===== src/rtl/note_sequencer.sv =====
// Queued tone sequencer: CPU pushes {duration, tone} entries into a FIFO and the
// playback FSM drives the tone generator back-to-back, with an optional silent gap.
module note_sequencer #(
    parameter int DEPTH       = 8,
    parameter int TICK_CYCLES = 125000,
    parameter int GAP_TICKS   = 0
) (
    input  logic        clk,
    input  logic        rst,
    input  logic        we,
    input  logic        sel,
    input  logic [31:0] wdata,
    output logic        tone_enable,
    output logic [23:0] tone_input,
    output logic [31:0] status
);
    localparam int PTR_W   = $clog2(DEPTH);
    localparam int CNT_W   = PTR_W + 1;
    localparam int PRESC_W = (TICK_CYCLES > 1) ? $clog2(TICK_CYCLES) : 1;
    localparam int GAP_W   = (GAP_TICKS > 1) ? $clog2(GAP_TICKS + 1) : 1;

    localparam logic [CNT_W-1:0]   DEPTH_C   = CNT_W'(DEPTH);
    localparam logic [PRESC_W-1:0] PRESC_MAX = PRESC_W'(TICK_CYCLES - 1);
    localparam logic [GAP_W-1:0]   GAP_LOAD  = GAP_W'(GAP_TICKS);

    typedef enum logic [1:0] {
        ST_IDLE = 2'd0,
        ST_PLAY = 2'd1,
        ST_GAP  = 2'd2
    } state_t;

    state_t               state_q, state_d;
    logic [31:0]          mem_q [DEPTH];
    logic [PTR_W-1:0]     wr_ptr_q, wr_ptr_d;
    logic [PTR_W-1:0]     rd_ptr_q, rd_ptr_d;
    logic [CNT_W-1:0]     count_q, count_d;
    logic                 run_q, run_d;
    logic                 overflow_q, overflow_d;
    logic                 tone_enable_q, tone_enable_d;
    logic [23:0]          tone_input_q, tone_input_d;
    logic [7:0]           dur_q, dur_d;
    logic [PRESC_W-1:0]   presc_q, presc_d;
    logic [GAP_W-1:0]     gap_q, gap_d;

    logic                 full_s;
    logic                 empty_s;
    logic                 busy_s;
    logic                 push_req_s;
    logic                 push_ok_s;
    logic                 ctrl_we_s;
    logic                 flush_s;
    logic                 abort_s;
    logic                 can_load_s;
    logic                 wrap_s;
    logic                 note_done_s;
    logic                 pop_s;
    logic [31:0]          head_s;
    logic [23:0]          head_tone_s;
    logic [7:0]           head_dur_s;

    assign full_s      = (count_q == DEPTH_C);
    assign empty_s     = (count_q == CNT_W'(0));
    assign busy_s      = (state_q != ST_IDLE);
    assign push_req_s  = we && !sel;
    assign push_ok_s   = push_req_s && !full_s;
    assign ctrl_we_s   = we && sel;
    assign flush_s     = ctrl_we_s && wdata[1];
    // Stopping or flushing wins over any load that would otherwise happen this cycle.
    assign abort_s     = ctrl_we_s && (!wdata[0] || wdata[1]);
    assign can_load_s  = run_q && !empty_s && !abort_s;
    assign wrap_s      = (presc_q == PRESC_MAX);
    assign head_s      = mem_q[rd_ptr_q];
    assign head_tone_s = head_s[23:0];
    assign head_dur_s  = head_s[31:24];

    assign tone_enable = tone_enable_q;
    assign tone_input  = tone_input_q;
    assign status      = {16'h0000, 8'(count_q), 3'b000, overflow_q, empty_s, full_s, busy_s, run_q};

    // Playback FSM: tick timing, end-of-note detection and head-entry load.
    always_comb begin
        state_d       = state_q;
        tone_enable_d = tone_enable_q;
        tone_input_d  = tone_input_q;
        dur_d         = dur_q;
        presc_d       = presc_q;
        gap_d         = gap_q;
        note_done_s   = 1'b0;
        pop_s         = 1'b0;
        case (state_q)
            ST_IDLE: begin
                tone_enable_d = 1'b0;
                note_done_s   = 1'b1;
            end
            ST_PLAY: begin
                if (wrap_s) begin
                    presc_d = PRESC_W'(0);
                    dur_d   = dur_q - 8'd1;
                    if (dur_q == 8'd1) begin
                        if (GAP_TICKS == 0) begin
                            note_done_s = 1'b1;
                        end else begin
                            state_d       = ST_GAP;
                            tone_enable_d = 1'b0;
                            gap_d         = GAP_LOAD;
                        end
                    end else begin
                        note_done_s = 1'b0;
                    end
                end else begin
                    presc_d = presc_q + PRESC_W'(1);
                end
            end
            ST_GAP: begin
                tone_enable_d = 1'b0;
                if (wrap_s) begin
                    presc_d = PRESC_W'(0);
                    gap_d   = gap_q - GAP_W'(1);
                    if (gap_q == GAP_W'(1)) begin
                        note_done_s = 1'b1;
                    end else begin
                        note_done_s = 1'b0;
                    end
                end else begin
                    presc_d = presc_q + PRESC_W'(1);
                end
            end
            default: begin
                state_d       = ST_IDLE;
                tone_enable_d = 1'b0;
            end
        endcase

        if (abort_s) begin
            state_d       = ST_IDLE;
            tone_enable_d = 1'b0;
            presc_d       = PRESC_W'(0);
            dur_d         = 8'd0;
        end else if (note_done_s && can_load_s) begin
            pop_s = 1'b1;
            // A zero-duration entry is discarded; the next entry is examined from IDLE.
            if (head_dur_s != 8'd0) begin
                state_d       = ST_PLAY;
                tone_input_d  = head_tone_s;
                tone_enable_d = (head_tone_s != 24'd0);
                dur_d         = head_dur_s;
                presc_d       = PRESC_W'(0);
            end else begin
                state_d       = ST_IDLE;
                tone_enable_d = 1'b0;
            end
        end else if (note_done_s) begin
            state_d       = ST_IDLE;
            tone_enable_d = 1'b0;
        end else begin
            pop_s = 1'b0;
        end
    end

    // FIFO pointer and occupancy update; flush returns the queue to empty.
    always_comb begin
        wr_ptr_d = wr_ptr_q;
        rd_ptr_d = rd_ptr_q;
        count_d  = count_q;
        if (flush_s) begin
            wr_ptr_d = PTR_W'(0);
            rd_ptr_d = PTR_W'(0);
            count_d  = CNT_W'(0);
        end else begin
            if (push_ok_s) begin
                wr_ptr_d = wr_ptr_q + PTR_W'(1);
            end else begin
                wr_ptr_d = wr_ptr_q;
            end
            if (pop_s) begin
                rd_ptr_d = rd_ptr_q + PTR_W'(1);
            end else begin
                rd_ptr_d = rd_ptr_q;
            end
            case ({push_ok_s, pop_s})
                2'b10:   count_d = count_q + CNT_W'(1);
                2'b01:   count_d = count_q - CNT_W'(1);
                default: count_d = count_q;
            endcase
        end
    end

    // Control register updates: run bit and sticky overflow flag.
    always_comb begin
        run_d      = run_q;
        overflow_d = overflow_q;
        if (ctrl_we_s) begin
            run_d = wdata[0];
        end else begin
            run_d = run_q;
        end
        if (push_req_s && full_s) begin
            overflow_d = 1'b1;
        end else if (ctrl_we_s && wdata[2]) begin
            overflow_d = 1'b0;
        end else begin
            overflow_d = overflow_q;
        end
    end

    // FIFO storage write; contents need no reset because the pointers define validity.
    always_ff @(posedge clk) begin
        if (push_ok_s) begin
            mem_q[wr_ptr_q] <= wdata;
        end
    end

    // State register with synchronous reset.
    always_ff @(posedge clk) begin
        if (rst) begin
            state_q       <= ST_IDLE;
            wr_ptr_q      <= PTR_W'(0);
            rd_ptr_q      <= PTR_W'(0);
            count_q       <= CNT_W'(0);
            run_q         <= 1'b0;
            overflow_q    <= 1'b0;
            tone_enable_q <= 1'b0;
            tone_input_q  <= 24'd0;
            dur_q         <= 8'd0;
            presc_q       <= PRESC_W'(0);
            gap_q         <= GAP_W'(0);
        end else begin
            state_q       <= state_d;
            wr_ptr_q      <= wr_ptr_d;
            rd_ptr_q      <= rd_ptr_d;
            count_q       <= count_d;
            run_q         <= run_d;
            overflow_q    <= overflow_d;
            tone_enable_q <= tone_enable_d;
            tone_input_q  <= tone_input_d;
            dur_q         <= dur_d;
            presc_q       <= presc_d;
            gap_q         <= gap_d;
        end
    end

endmodule

===== config.mk =====
export PLATFORM = sky130hd
export DESIGN_NAME = note_sequencer
export DESIGN_NICKNAME = d
export VERILOG_FILES = /design/src/rtl/note_sequencer.sv
export SDC_FILE = /design/constraint.sdc
export NUM_CORES = 1
export LEC_CHECK = 0
export ABC_AREA = 1
export BUFFER_PORTS_ARGS = -buffer_cell sky130_fd_sc_hd__buf_2
export CAP_MARGIN = 20
export CORE_MARGIN = 1.5
export CORE_UTILIZATION = 24
export CTS_CLUSTER_DIAMETER = 200
export DETAILED_ROUTE_END_ITERATION = 12
export SYNTH_ARGS = -nofsm -noshare
export SYNTH_HDL_FRONTEND = slang
export SYNTH_SLANG_ARGS = --single-unit

===== constraint.sdc =====
create_clock -name clk -period 3.9 [get_ports clk]
set_input_delay 0.39 -clock clk [delete_from_list [all_inputs] [get_ports clk]]
set_output_delay 0.39 -clock clk [all_outputs]
set_load 0.02 [all_outputs]

Yosys cells after proc, flatten, opt, wreduce, memory -nomap -nowiden
Memory sizes are Yosys's and may differ from the RTL's. A register that Yosys moved wholly into a read port is not among the register bits.
Index checks and enable logic that the tools add are counted.

storage, ports and cells
  register bits after elaboration = 65
  logic and storage cells = 88
  input port bits = 36
  memories kept = 1
  RAM bits = 256

memory list
  memory  depth  bits a word  rd ports  clocked after memory_dff  wr ports  RTL line  text
  mem_q   8      32           1         1                         1         33        logic [31:0] mem_q [DEPTH];

cells by class
  multiplexer cells = 30
  reduce and logical (&&, ||, !) cells = 29
  equal/unequal tests = 9
  bitwise gates (word level) = 1
  $add $sub $neg = 7

operator list
  cell                                                                     number
  17-bit 2-to-1 mux                                                        4
  8-bit 2-to-1 mux                                                         4
  24-bit nonzero test                                                      1
  17-bit by 1-bit adder with 17-bit output, second input constant          1
  17-bit equality test, second input constant                              1
  1-bit 2-to-1 mux                                                         15
  1-bit logical AND                                                        10
  8-bit by 1-bit equality test with 1-bit output, second input constant    1
  4-bit case mux with 2 select lines                                       1
  8-bit nonzero test                                                       1
  8-bit by 1-bit subtractor with 8-bit output, second input constant       1
  3-bit by 1-bit adder with 3-bit output, second input constant            2
  2-bit 2-to-1 mux                                                         3
  3-bit 2-to-1 mux                                                         2
  2-bit nonzero test                                                       3
  2-bit OR reduction                                                       3
  1-bit zero test                                                          5
  4-bit by 1-bit adder with 4-bit output, second input constant            1
  2-bit by 1-bit equality test with 1-bit output, second input constant    2
  2-bit equality test, second input constant                               2
  4-bit equality test, second input constant                               1
  4-bit zero test                                                          1
  4-bit by 1-bit subtractor with 4-bit output, second input constant       1
  3-bit by 1-bit inequality test with 1-bit output, second input constant  1
  other kinds (9)                                                          9

Depth between registers and ports, before layout
Gate-level depths: netlist (run 1).

  depth in word-level cells = 10
  gate-level depth with buffers = 17

Least setup slack after synthesis (run 1)
OpenSTA, ideal clock, no wires.

  kind = register to register
  start = reg count_q[0]
  end = mem mem_q[0][0], enable pin
  buffers on the path = 0
  path slack = 0.762 ns
  data arrival time = 2.717 ns
  library setup time = 0.421 ns
  period minus slack after synthesis = 3.138 ns
  cell stages (with the launch flop) = 8
  cells stage by stage = dfxtp_1 -> nor2_1 -> inv_1 -> nor3_1 -> nor3_1 -> inv_1 -> or2_2 -> nor2_1

on the way
  cells in the longest elaborated chain, start to end = 5

ends and longest elaborated chain
  what                                    RTL line  text
  from (decl)                             36        logic [CNT_W-1:0] count_q, count_d;
  from (signal assigned)                  231       count_q <= count_d;
  4-bit equality test                     61        assign full_s = (count_q == DEPTH_C);
  named net full_s                        45        logic full_s;
  1-bit zero test                         65        assign push_ok_s = push_req_s && !full_s;
  1-bit logical AND                       65
  1-bit 2-to-1 mux                        208       if (push_ok_s) begin
  1-bit 2-to-1 mux (implied by the code)  209       mem_q[wr_ptr_q] <= wdata;
  to (decl)                               33

The timed path passes the listed nets, and every way through them passes these cells.

==> key figures, run 1 <==
Outcome
  • Run status: finished clean

Timing
  • Setup repair after global routing missed its margin: no
  • Final-report max-slew violation count: 0
  • TNS Setup: 0 ns
  • Fraction of the cycle the final worst path needs: 71.8%
  • Final hold violation count: 0
  • Post-route setup slack: roughly 1.1 ns
  • Maximum clock frequency: 357 MHz
  • Minimum period implied by the final worst setup slack: 2.80 ns
  • Worst slew pin tran: 0.881 ns
  • Number of setup violations in the final report: 0
  • Tightest slew margin relative to the limit: 41.2%
  • Worst-case clock skew: 0.0312 ns

CTS
  • Worst skew pair latency: 0.52 ns
  • Bufs on Longest Clock Path: 3
  • Hold buffer count at cts: 0
  • Number of buffers added by the clock tree synthesis step: 36
  • Clock Tree Root: sky130_fd_sc_hd__clkbuf_16
  • Post-cts repair resize count: 0
  • Post-CTS Repair Setup Buffers: 0
  • Clock tree from TritonCTS: yes
  • Number of levels the H-tree was split into: 2
  • Register clock-pin slew on the reported worst setup and hold paths: 0.07 ns
  • Total clock sinks: around 320

Setup path
  • Worst Path Arrival: 3.24 ns
  • Slowest cell on the critical path: sky130_fd_sc_hd__buf_4
  • Worst endpoint required time: 4.34 ns
  • Cell-by-cell trace of the critical path: buf_4, nor2_1, o21ai_1, nand3_1, nand2_1, nand2_1, nor2_4, nand2_2, nand2_4, nand2_4, nor3_1
  • Worst-path maximum fanout: 66
  • Type of origin of the critical path: flop
  • Element type at the critical path end: flop
  • Crit path largest cell delay: 0.65 ns
  • Crit Path Class: flop to flop

Place
  • IO Port Bufs: 69
  • Setup slack at placement: 1.06 ns
  • Routability congestion estimate from global placement: around 0.8
  • Post-DP HPWL: 21.0 mm

Power and ir drop
  • Power per cell area: 453 nW/um^2
  • Leakage component of the power: 6.21 nW
  • Maximum VDD drop: between 0.2 and 0.3 mV

Job
  • Maxcap violations: 0

Synth
  • Register bit total from synthesis: 322
  • Mapped Avg Cell Area: 9.78 um^2
  • Cell types with the largest area share after synthesis: sky130_fd_sc_hd__edfxtp_1 (55%), sky130_fd_sc_hd__dfxtp_1 (9.5%), sky130_fd_sc_hd__nand2_1 (9.5%)
  • Synth Warn #: 0
  • Mapped Cells: 1419
  • Post-synthesis cell area: 13900 um^2
  • Fraction of the yosys area taken by sequential cells: 64.9%
  • Number of synthesized flops with an enable pin: 256
  • Fraction of synthesis flops using an asynchronous set or reset pin: 0%
  • Library cell with the largest summed area after synthesis: sky130_fd_sc_hd__edfxtp_1
  • Area fraction of the dominant cell type after synthesis: 55.4%
  • Number of different library cells in the post-synthesis netlist: 37
  • Commonest register cell after synthesis: sky130_fd_sc_hd__edfxtp_1

Floorplanning
  • Number of I/O pins: between 90 and 100
  • Chip Height: 244 um
  • Starting density of the core: 24.4%
  • Rows: 87
  • Horizontal die dimension: 244 um
  • Core region area: 56800 um^2
  • Die area: 59300 um^2

Detailed routing
  • Via count: 9459
  • Routed wire per std cell: 15.1 um
  • Number of remaining DRC errors: 0
  • Count of routing violations after the opening detailed-route iteration: approximately 770
  • Avg Vias per Cell: approximately 4.2
  • First-pass iteration count of the detailed router: 5
  • Routed wire length: 34.2 mm
  • Post-detailed-route count of antenna-violating nets: 0

Layout
  • NumNets Final: 1528
  • Leading cell type in the layout, fill and taps excluded: sky130_fd_sc_hd__nand2_1
  • Growth of design area from synthesis to finish: 15.8%
  • Most frequent cells in the layout: sky130_fd_sc_hd__nand2_1 (351), sky130_fd_sc_hd__edfxtp_1 (256), sky130_fd_sc_hd__nor2_1 (220)
  • Layout cell share with drive strength beyond 1: roughly 11%

Global route
  • Vias in the first global route: 9033
  • Gr usage total: 11.4%
  • Largest net degree at the start of global routing: 75
  • First-pass GRT wire length: 53.0 mm
  • Number of antenna violations at the first check in global routing: 10
  • Grt ovf: 0

Min path
  • Class of the worst hold path: input pin to flop
[cell type report]
| class | count | area (um^2) |
|---|---|---|
| clock buffers | 51 | 998 |
| clock inverters | 13 | 91.3 |
| well taps | 756 | 946 |
| diodes | 1 | 2.50 |
| inverters | 143 | 537 |
| flip-flops and latches | 322 | 9010 |
| multi-input cells | 891 | 3970 |
| repair buffers | 90 | 528 |
| fillers | 5921 | 40700 |
[metal layers]
metal,GRT usage [%],part of all wire [%]
met5,0,0.21
met4,3.29,2.3
met3,2.24,6.0
met2,18.4,46
met1,15.4,45
[worst paths after layout]
| kind | startpoint | end | slack (ns) | cells past startpoint |
|---|---|---|---|---|
| setup / recovery | flop | presc_q[4] | 1.10 | 11 |
| hold / removal | wdata[7] | mem_q[3][7] | 0.15 | 1 |
| setup reg to reg | flop | presc_q[4] | 1.10 | 11 |
| hold reg to reg | overflow_q | overflow_q | 0.47 | 2 |
[stage by stage]
stage                     hold slack [ns]  instances  total power, mW  area, um^2  utilization, %
after global placement              0.454       2202             4.21       15000            26.4
final                               0.151       2267             7.29       16100            28.3
after CTS                           0.132       2266             7.37       16100            28.3
after floorplan                     0.438       1441             4.10       14000               -
after detailed placement            0.459       2202             4.22       15000            26.4
after global routing                0.142       2267             7.52       16100            28.3
[Yosys cell counts, types with 4 or more instances]
| library cell | number |
|---|---|
| sky130_fd_sc_hd__nand2_1 | 351 |
| sky130_fd_sc_hd__edfxtp_1 | 256 |
| sky130_fd_sc_hd__nor2_1 | 228 |
| sky130_fd_sc_hd__inv_1 | 139 |
| sky130_fd_sc_hd__nand3_1 | 96 |
| sky130_fd_sc_hd__dfxtp_1 | 66 |
| sky130_fd_sc_hd__o21ai_0 | 57 |
| sky130_fd_sc_hd__buf_4 | 41 |
| sky130_fd_sc_hd__a21oi_1 | 33 |
| sky130_fd_sc_hd__o21ai_1 | 29 |
| sky130_fd_sc_hd__buf_2 | 21 |
| sky130_fd_sc_hd__nor3_1 | 14 |
| sky130_fd_sc_hd__clkbuf_1 | 12 |
| sky130_fd_sc_hd__xor2_1 | 10 |
| sky130_fd_sc_hd__buf_1 | 9 |
| sky130_fd_sc_hd__nand4_1 | 9 |
| sky130_fd_sc_hd__ha_1 | 8 |
| sky130_fd_sc_hd__inv_2 | 4 |
| sky130_fd_sc_hd__or2_2 | 4 |
[sequential cells by signal (all words and copies together), names as in the netlist, named ones only]
signal,count
count_q,4
dur_q,8
mem_q,256
overflow_q,1
presc_q,17
rd_ptr_q,3
run_q,1
state_q,1
tone_enable,1
tone_input,24
wr_ptr_q,3
[kinds of logic after synthesis]
group | after synthesis | synth area share [%]
compound gates | 129 | 4.89
xor+xnor | 13 | 0.820
fa+ha+maj | 8 | 0.721
buf+inv | 228 | 7.57
flops | 322 | 64.9
other cells | 1 | 0.0270
simple gates | 718 | 21.1
[report_power, final]
part	switching (mW)	internal, mW	leakage (nW)
clock	1.35	1.80	0.532
combinational	0.267	0.0975	2.83
sequential	0.0237	3.75	2.85
[worst max-delay path: cells and delay by family, from the launching register on]
kind | cells | cell delay, ns
DFF | 1 | 0.33
and+or+nand+nor | 9 | 1.59
buffers and inverters | 1 | 0.65
AOI/OAI and AO/OA | 1 | 0.11
No activity file was read; power rests on OpenSTA's default activity.
==> inputs of run 2 (changes only) <==
==> constraint.sdc (replaced) <==
create_clock -name clk -period 2.8 [get_ports clk]
set_input_delay 0.28 -clock clk [delete_from_list [all_inputs] [get_ports clk]]
set_output_delay 0.28 -clock clk [all_outputs]
set_load 0.02 [all_outputs]
==> run 2 against run 1 <==
Against the previous run:
- final area grew 1.4%
- clock skew decreased by 0.013 ns
- clock-buffer cell count is 2 lower
- global-route usage is essentially flat
- core utilization increased by 0.41 points
- total power is 41% higher
- largest cell class unchanged
- first-iteration DRC count decreased by 11%
- register-to-register slack worse by 0.73 ns
==> key figures, run 2 (synthesized netlist as in run 1, its figures left out) <==
Timing
  • Minimum period implied by the final worst setup slack: 2.43 ns (was 2.80 ns)
  • Final hold violation count: 0 (unchanged)
  • Setup repair after global routing missed its margin: no (unchanged)
  • Fraction of the cycle the final worst path needs: 86.7% (was 71.8%)
  • Post-route setup slack: 0.373 ns (was 1.10 ns)
  • Final-report max-slew violation count: 0 (unchanged)
  • TNS Setup: 0 ns (unchanged)
  • Worst-case clock skew: 0.0181 ns (was 0.0312 ns)
  • Tightest slew margin relative to the limit: 63.1% (was 41.2%)
  • Number of setup violations in the final report: 0 (unchanged)
  • Worst slew pin tran: 0.553 ns (was 0.881 ns)
  • Maximum clock frequency: 412 MHz (was 357 MHz)

CTS
  • Number of buffers added by the clock tree synthesis step: 36 (unchanged)
  • Clock Tree Root: sky130_fd_sc_hd__clkbuf_16 (unchanged)
  • Bufs on Longest Clock Path: 3 (unchanged)
  • Total clock sinks: 322 (unchanged)
  • Number of levels the H-tree was split into: 2 (unchanged)
  • Hold buffer count at cts: 0 (unchanged)
  • Register clock-pin slew on the reported worst setup and hold paths: 0.06 ns (was 0.07 ns)
  • Clock tree from TritonCTS: yes (unchanged)
  • Worst skew pair latency: 0.53 ns (was 0.52 ns)
  • Post-cts repair resize count: 0 (unchanged)
  • Post-CTS Repair Setup Buffers: 0 (unchanged)

Global route
  • Vias in the first global route: 9165 (was 9033)
  • Number of antenna violations at the first check in global routing: 11 (was 10)
  • First-pass GRT wire length: 53.3 mm (was 53.0 mm)
  • Largest net degree at the start of global routing: 102 (was 75)
  • Grt ovf: 0 (unchanged)
  • Gr usage total: 11.4% (about the same)

Floorplanning
  • Horizontal die dimension: 244 um (unchanged)
  • Chip Height: 244 um (unchanged)
  • Number of I/O pins: 93 (unchanged)
  • Core region area: 56800 um^2 (unchanged)
  • Rows: 87 (unchanged)
  • Die area: 59300 um^2 (unchanged)
  • Starting density of the core: 24.4% (unchanged)

Power and ir drop
  • Leakage component of the power: 6.32 nW (was 6.21 nW)
  • Power per cell area: 631 nW/um^2 (was 453 nW/um^2)
  • Maximum VDD drop: 0.338 mV (was 0.256 mV)

Layout
  • Final Non-Filler Cells: 2282 (was 2267)
  • Register with the highest flop count: mem_q (unchanged)
  • Layout cell share with drive strength beyond 1: 11.6% (was 11.1%)
  • NumNets Final: 1542 (was 1528)
  • Growth of design area from synthesis to finish: 17.5% (was 15.8%)
  • Most frequent cells in the layout: sky130_fd_sc_hd__nand2_1 (351), sky130_fd_sc_hd__edfxtp_1 (256), sky130_fd_sc_hd__nor2_1 (220) (unchanged)
  • Max FFs per register: 256 (unchanged)
  • Leading cell type in the layout, fill and taps excluded: sky130_fd_sc_hd__nand2_1 (unchanged)

Place
  • Setup slack at placement: 0.378 ns (was 1.06 ns)
  • Number of cells in the design after placement: 2216 (was 2202)
  • Routability congestion estimate from global placement: 0.798 (was 0.796)
  • IO Port Bufs: 69 (unchanged)
  • Post-DP HPWL: 21.8 mm (was 21.0 mm)

Detailed routing
  • Post-detailed-route count of antenna-violating nets: 0 (unchanged)
  • Number of remaining DRC errors: 0 (unchanged)
  • Met3 wirelength from detailed routing: 1.96 mm (was 2.06 mm)
  • Met2 wire len: 16.0 mm (was 15.7 mm)
  • Via count: 9626 (was 9459)
  • Count of routing violations after the opening detailed-route iteration: 689 (was 773)
  • First-pass iteration count of the detailed router: 5 (unchanged)
  • Routed wire length: 34.0 mm (was 34.2 mm)
  • Routed wire per std cell: 14.9 um (was 15.1 um)
  • Highest Signal Layer: met5 (unchanged)
  • Length of routed wiring on met1: 15.2 mm (was 15.6 mm)
  • Avg Vias per Cell: 4.22 (was 4.17)

Setup path
  • Crit Path Class: flop to flop (unchanged)
  • Worst-path maximum fanout: 8 (was 66)
  • Worst endpoint required time: 3.23 ns (was 4.34 ns)
  • Element type at the critical path end: flop (unchanged)
  • Worst Path Arrival: 2.86 ns (was 3.24 ns)
  • Type of origin of the critical path: flop (unchanged)

Min path
  • Class of the worst hold path: input pin to flop (unchanged)

Outcome
  • Run status: finished clean (unchanged)

Job
  • Maxcap violations: 0 (unchanged)
-- run 2: worst paths after layout --
check | to | from | cells after the start | slack (ns)
hold reg to reg | overflow_q | overflow_q | 2 | 0.48
setup reg to reg | count_q[2] | count_q[1] | 15 | 0.37
hold / removal | mem_q[6][24] | wdata[24] | 1 | 0.03
setup / recovery | count_q[2] | count_q[1] | 15 | 0.37
-- run 2: layout make-up --
type	instances	area, um^2
inverters	143	537
flip-flops and latches	322	9010
clock inverters	16	133
clock buffers	49	985
multi-input cells	891	3970
fillers	5853	40500
repair buffers	104	733
well taps	756	946
diodes	1	2.50
-- run 2: per-stage QoR --
step           instance area (um^2)  power, mW  hold WS [ns]  util (%)
2_1_floorplan                 14000       5.71         0.349         -
3_3_place_gp                  15200       5.88         0.451      26.7
3_5_place_dp                  15200       5.89         0.470      26.7
4_1_cts                       16300       10.4       0.00438      28.7
5_1_grt                       16300       10.7        0.0242      28.7
6_report                      16300       10.3        0.0253      28.7
-- run 2: worst max-delay path, stage by stage, from the launching register on --
cell and delay (ns):
sky130_fd_sc_hd__dfxtp_1 0.36, sky130_fd_sc_hd__nor2_1 0.10, sky130_fd_sc_hd__inv_1 0.05, sky130_fd_sc_hd__nor3_1 0.27
sky130_fd_sc_hd__nor3_1 0.12, sky130_fd_sc_hd__buf_4 0.15, sky130_fd_sc_hd__inv_1 0.19, sky130_fd_sc_hd__ha_1 0.25
sky130_fd_sc_hd__nand2_1 0.07, sky130_fd_sc_hd__inv_1 0.08, sky130_fd_sc_hd__nor2_1 0.06, sky130_fd_sc_hd__ha_1 0.18
sky130_fd_sc_hd__a21oi_1 0.16, sky130_fd_sc_hd__xor2_1 0.08, sky130_fd_sc_hd__o21ai_0 0.15, sky130_fd_sc_hd__inv_1 0.05
-- run 2: report_power, final --
group | internal [mW] | switching (mW) | leakage [nW]
Combinational | 0.149 | 0.378 | 2.93
Clock | 2.66 | 1.85 | 0.545
Sequential | 5.23 | 0.0313 | 2.85
-- run 2: per-layer routing --
layer	GRT usage, %	up-vias
li1	-	4763
met1	14.6	4554
met2	19.1	226
met3	2.79	67
met4	3.18	16
met5	0	-
==> inputs of run 3 (changes only) <==
--- a/config.mk
+++ b/config.mk
@@ -12,6 +12,7 @@
 export CORE_UTILIZATION = 24
 export CTS_CLUSTER_DIAMETER = 200
 export DETAILED_ROUTE_END_ITERATION = 12
+export GPL_ROUTABILITY_DRIVEN = 0
 export SYNTH_ARGS = -nofsm -noshare
 export SYNTH_HDL_FRONTEND = slang
 export SYNTH_SLANG_ARGS = --single-unit
==> constraint.sdc (replaced) <==
create_clock -name clk -period 2.8 [get_ports clk]
set_input_delay 0.28 -clock clk [delete_from_list [all_inputs] [get_ports clk]]
set_output_delay 0.28 -clock clk [all_outputs]
set_load 0.1 [all_outputs]
==> run 3 against run 2 <==
Against the previous run:
- flip-flop and latch count did not move
- clock skew rose by 0.0035 ns
- first-iteration DRC count fell by 8.3%
- critical path type unchanged
- largest power group unchanged
- clock-buffer cell count rose by 2
- core utilization rose by 0.24 points
- non-clock buffer count fell by 5
- critical path depth rose by 1
==> key figures, run 3 (synthesized netlist as in run 1, its figures left out) <==
Outcome
  • Run status: finished clean (unchanged)

Detailed routing
  • Count of routing violations after the opening detailed-route iteration: 632 (was 689)
  • Routed wire length: 33.9 mm (was 34.0 mm)
  • First-pass iteration count of the detailed router: 5 (unchanged)
  • Avg Vias per Cell: 4.20 (was 4.22)
  • Post-detailed-route count of antenna-violating nets: 0 (unchanged)
  • Via count: 9585 (was 9626)
  • Number of remaining DRC errors: 0 (unchanged)
  • Routed wire per std cell: 14.9 um (about the same)

Setup path
  • Crit Path Class: flop to flop (unchanged)
  • Type of origin of the critical path: flop (unchanged)
  • Worst-path maximum fanout: 4 (was 8)
  • Worst Setup SP: presc_q[0] (was count_q[1])
  • Worst endpoint required time: 3.22 ns (was 3.23 ns)
  • Element type at the critical path end: flop (unchanged)
  • Worst R2R Start: presc_q[0] (was count_q[1])
  • Crit path largest cell delay: 0.37 ns (was 0.36 ns)
  • Worst Path Arrival: 2.83 ns (was 2.86 ns)
  • Cell-by-cell trace of the critical path: ha_2, nand2_1, nor2_1, nand3b_1, inv_1, nand2_1, a21boi_2, ha_1, nand2_1, inv_1, nor2_1, ha_1, a21oi_1, xor2_1, o21ai_1, inv_1 (was nor2_1, inv_1, nor3_1, nor3_1, buf_4, inv_1, ha_1, nand2_1, inv_1, nor2_1, ha_1, a21oi_1, xor2_1, o21ai_0, inv_1)
  • Slowest cell on the critical path: sky130_fd_sc_hd__dfxtp_1 (unchanged)
  • Worst path top cell family by delay: adder cells (was simple AND/OR/NAND/NOR gates)
  • Buffers plus inverters on the worst setup path: 3 (was 5)

Global route
  • First-pass GRT wire length: 52.9 mm (was 53.3 mm)
  • Largest net degree at the start of global routing: 82 (was 102)
  • Gr usage total: 11.4% (about the same)
  • Grt ovf: 0 (unchanged)
  • Vias in the first global route: 9106 (was 9165)
  • Number of antenna violations at the first check in global routing: 12 (was 11)

Timing
  • Tightest slew margin relative to the limit: 59.4% (was 63.1%)
  • Worst-case clock skew: 0.0216 ns (was 0.0181 ns)
  • Fraction of the cycle the final worst path needs: 86.0% (was 86.7%)
  • Number of setup violations in the final report: 0 (unchanged)
  • Setup repair after global routing missed its margin: no (unchanged)
  • Final hold violation count: 0 (unchanged)
  • Minimum period implied by the final worst setup slack: 2.41 ns (was 2.43 ns)
  • Post-route setup slack: 0.391 ns (was 0.373 ns)
  • TNS Setup: 0 ns (unchanged)
  • Final-report max-slew violation count: 0 (unchanged)
  • Maximum clock frequency: 415 MHz (was 412 MHz)
  • Worst slew pin tran: 0.608 ns (was 0.553 ns)

Layout
  • Growth of design area from synthesis to finish: 18.5% (was 17.5%)
  • Leading cell type in the layout, fill and taps excluded: sky130_fd_sc_hd__nand2_1 (unchanged)
  • NumNets Final: 1538 (was 1542)
  • Area of combinational cells with multiple inputs: 3970 um^2 (about the same)
  • Register with the highest flop count: mem_q (unchanged)
  • Final Non-Filler Cells: 2280 (was 2282)
  • # fillers: 5911 (was 5853)
  • Most frequent cells in the layout: sky130_fd_sc_hd__nand2_1 (351), sky130_fd_sc_hd__edfxtp_1 (256), sky130_fd_sc_hd__nor2_1 (220) (unchanged)
  • Max FFs per register: 256 (unchanged)
  • Layout cell share with drive strength beyond 1: 11.7% (was 11.6%)
  • Area occupied by registers: 9020 um^2 (was 9010 um^2)

Floorplanning
  • Core region area: 56800 um^2 (unchanged)
  • Chip Height: 244 um (unchanged)
  • Die area: 59300 um^2 (unchanged)
  • Number of I/O pins: 93 (unchanged)
  • Horizontal die dimension: 244 um (unchanged)
  • Starting density of the core: 24.4% (unchanged)
  • Rows: 87 (unchanged)

Job
  • Maxcap violations: 0 (unchanged)

Power and ir drop
  • Leakage component of the power: 6.35 nW (was 6.32 nW)
  • Maximum VDD drop: 0.496 mV (was 0.338 mV)
  • Power per cell area: 667 nW/um^2 (was 631 nW/um^2)

Min path
  • Class of the worst hold path: input pin to flop (unchanged)
  • Hold_sp: wdata[29] (was wdata[24])

CTS
  • Worst skew pair latency: 0.53 ns (about the same)
  • Number of levels the H-tree was split into: 2 (unchanged)
  • Clock tree from TritonCTS: yes (unchanged)
  • Clock Tree Root: sky130_fd_sc_hd__clkbuf_16 (unchanged)
  • Number of buffers added by the clock tree synthesis step: 37 (was 36)
  • Register clock-pin slew on the reported worst setup and hold paths: 0.06 ns (about the same)
  • Total clock sinks: 322 (unchanged)
  • Post-CTS Repair Setup Buffers: 0 (unchanged)
  • Bufs on Longest Clock Path: 3 (unchanged)

Place
  • Setup slack at placement: 0.352 ns (was 0.378 ns)
  • IO Port Bufs: 69 (unchanged)
  • Post-DP HPWL: 20.7 mm (was 21.8 mm)
  • Number of cells in the design after placement: 2210 (was 2216)
run 3: metrics by stage:
stage | utilization (%) | hold slack, ns | cell area, um^2 | total power, mW
2_1_floorplan | - | 0.349 | 14000 | 5.95
3_3_place_gp | 26.7 | 0.456 | 15200 | 6.11
3_5_place_dp | 26.7 | 0.456 | 15200 | 6.13
4_1_cts | 28.9 | 0.00378 | 16400 | 11.1
5_1_grt | 28.9 | 0.0121 | 16400 | 11.3
6_report | 29.0 | 0.0287 | 16500 | 11.0
run 3: path summary, 6_finish.rpt:
check | slack (ns) | endpoint | cells after the start
setup / recovery | 0.39 | count_q[2] | 16
hold / removal | 0.03 | mem_q[5][29] | 1
setup reg to reg | 0.39 | count_q[2] | 16
hold reg to reg | 0.47 | overflow_q | 2
run 3: final cells by class:
type | instances | area share [%]
antenna | 3 | 0.0456
clock buffer | 51 | 6.08
clock inverter | 15 | 1.52
inverter | 143 | 3.26
multi-input combinational | 891 | 24.1
sequential | 322 | 54.8
tap | 756 | 5.75
timing repair buffer | 99 | 4.40
run 3: routing by layer:
| layer | wire length, um | part of all wire [%] | vias to the layer above | global-route usage, % |
|---|---|---|---|---|
| met5 | 102 | 0.30 | - | 0 |
| met4 | 417 | 1.2 | 18 | 2.40 |
| met3 | 2690 | 7.9 | 56 | 3.87 |
| met2 | 15100 | 45 | 254 | 17.8 |
| met1 | 15600 | 46 | 4499 | 15.3 |
| li1 | - | - | 4758 | - |
run 3: what timing repair did:
item / in CTS / in global routing
endpoints found under the hold margin: 2 / 0
gates resized for setup: 0 / 2
endpoints found under the setup margin: 0 / 1
hold buffers: 1 / 0
run 3: power breakdown:
| part | switching, mW | internal (mW) | total, mW |
|---|---|---|---|
| registers | 0.0293 | 5.23 | 5.26 |
| logic | 0.619 | 0.150 | 0.769 |
| clock network | 1.88 | 3.07 | 4.95 |
| total | 2.53 | 8.45 | 11.0 |
run 3: worst reg2reg max path, stage by stage, from the launching register on:
cell                       delay (ns)
sky130_fd_sc_hd__dfxtp_1         0.37
sky130_fd_sc_hd__ha_2            0.22
sky130_fd_sc_hd__nand2_1         0.07
sky130_fd_sc_hd__nor2_1          0.10
sky130_fd_sc_hd__nand3b_1        0.13
sky130_fd_sc_hd__inv_1           0.08
sky130_fd_sc_hd__nand2_1         0.10
sky130_fd_sc_hd__a21boi_2        0.16
sky130_fd_sc_hd__ha_1            0.22
sky130_fd_sc_hd__nand2_1         0.07
sky130_fd_sc_hd__inv_1           0.08
sky130_fd_sc_hd__nor2_1          0.06
sky130_fd_sc_hd__ha_1            0.18
sky130_fd_sc_hd__a21oi_1         0.17
sky130_fd_sc_hd__xor2_1          0.10
sky130_fd_sc_hd__o21ai_1         0.15
sky130_fd_sc_hd__inv_1           0.05
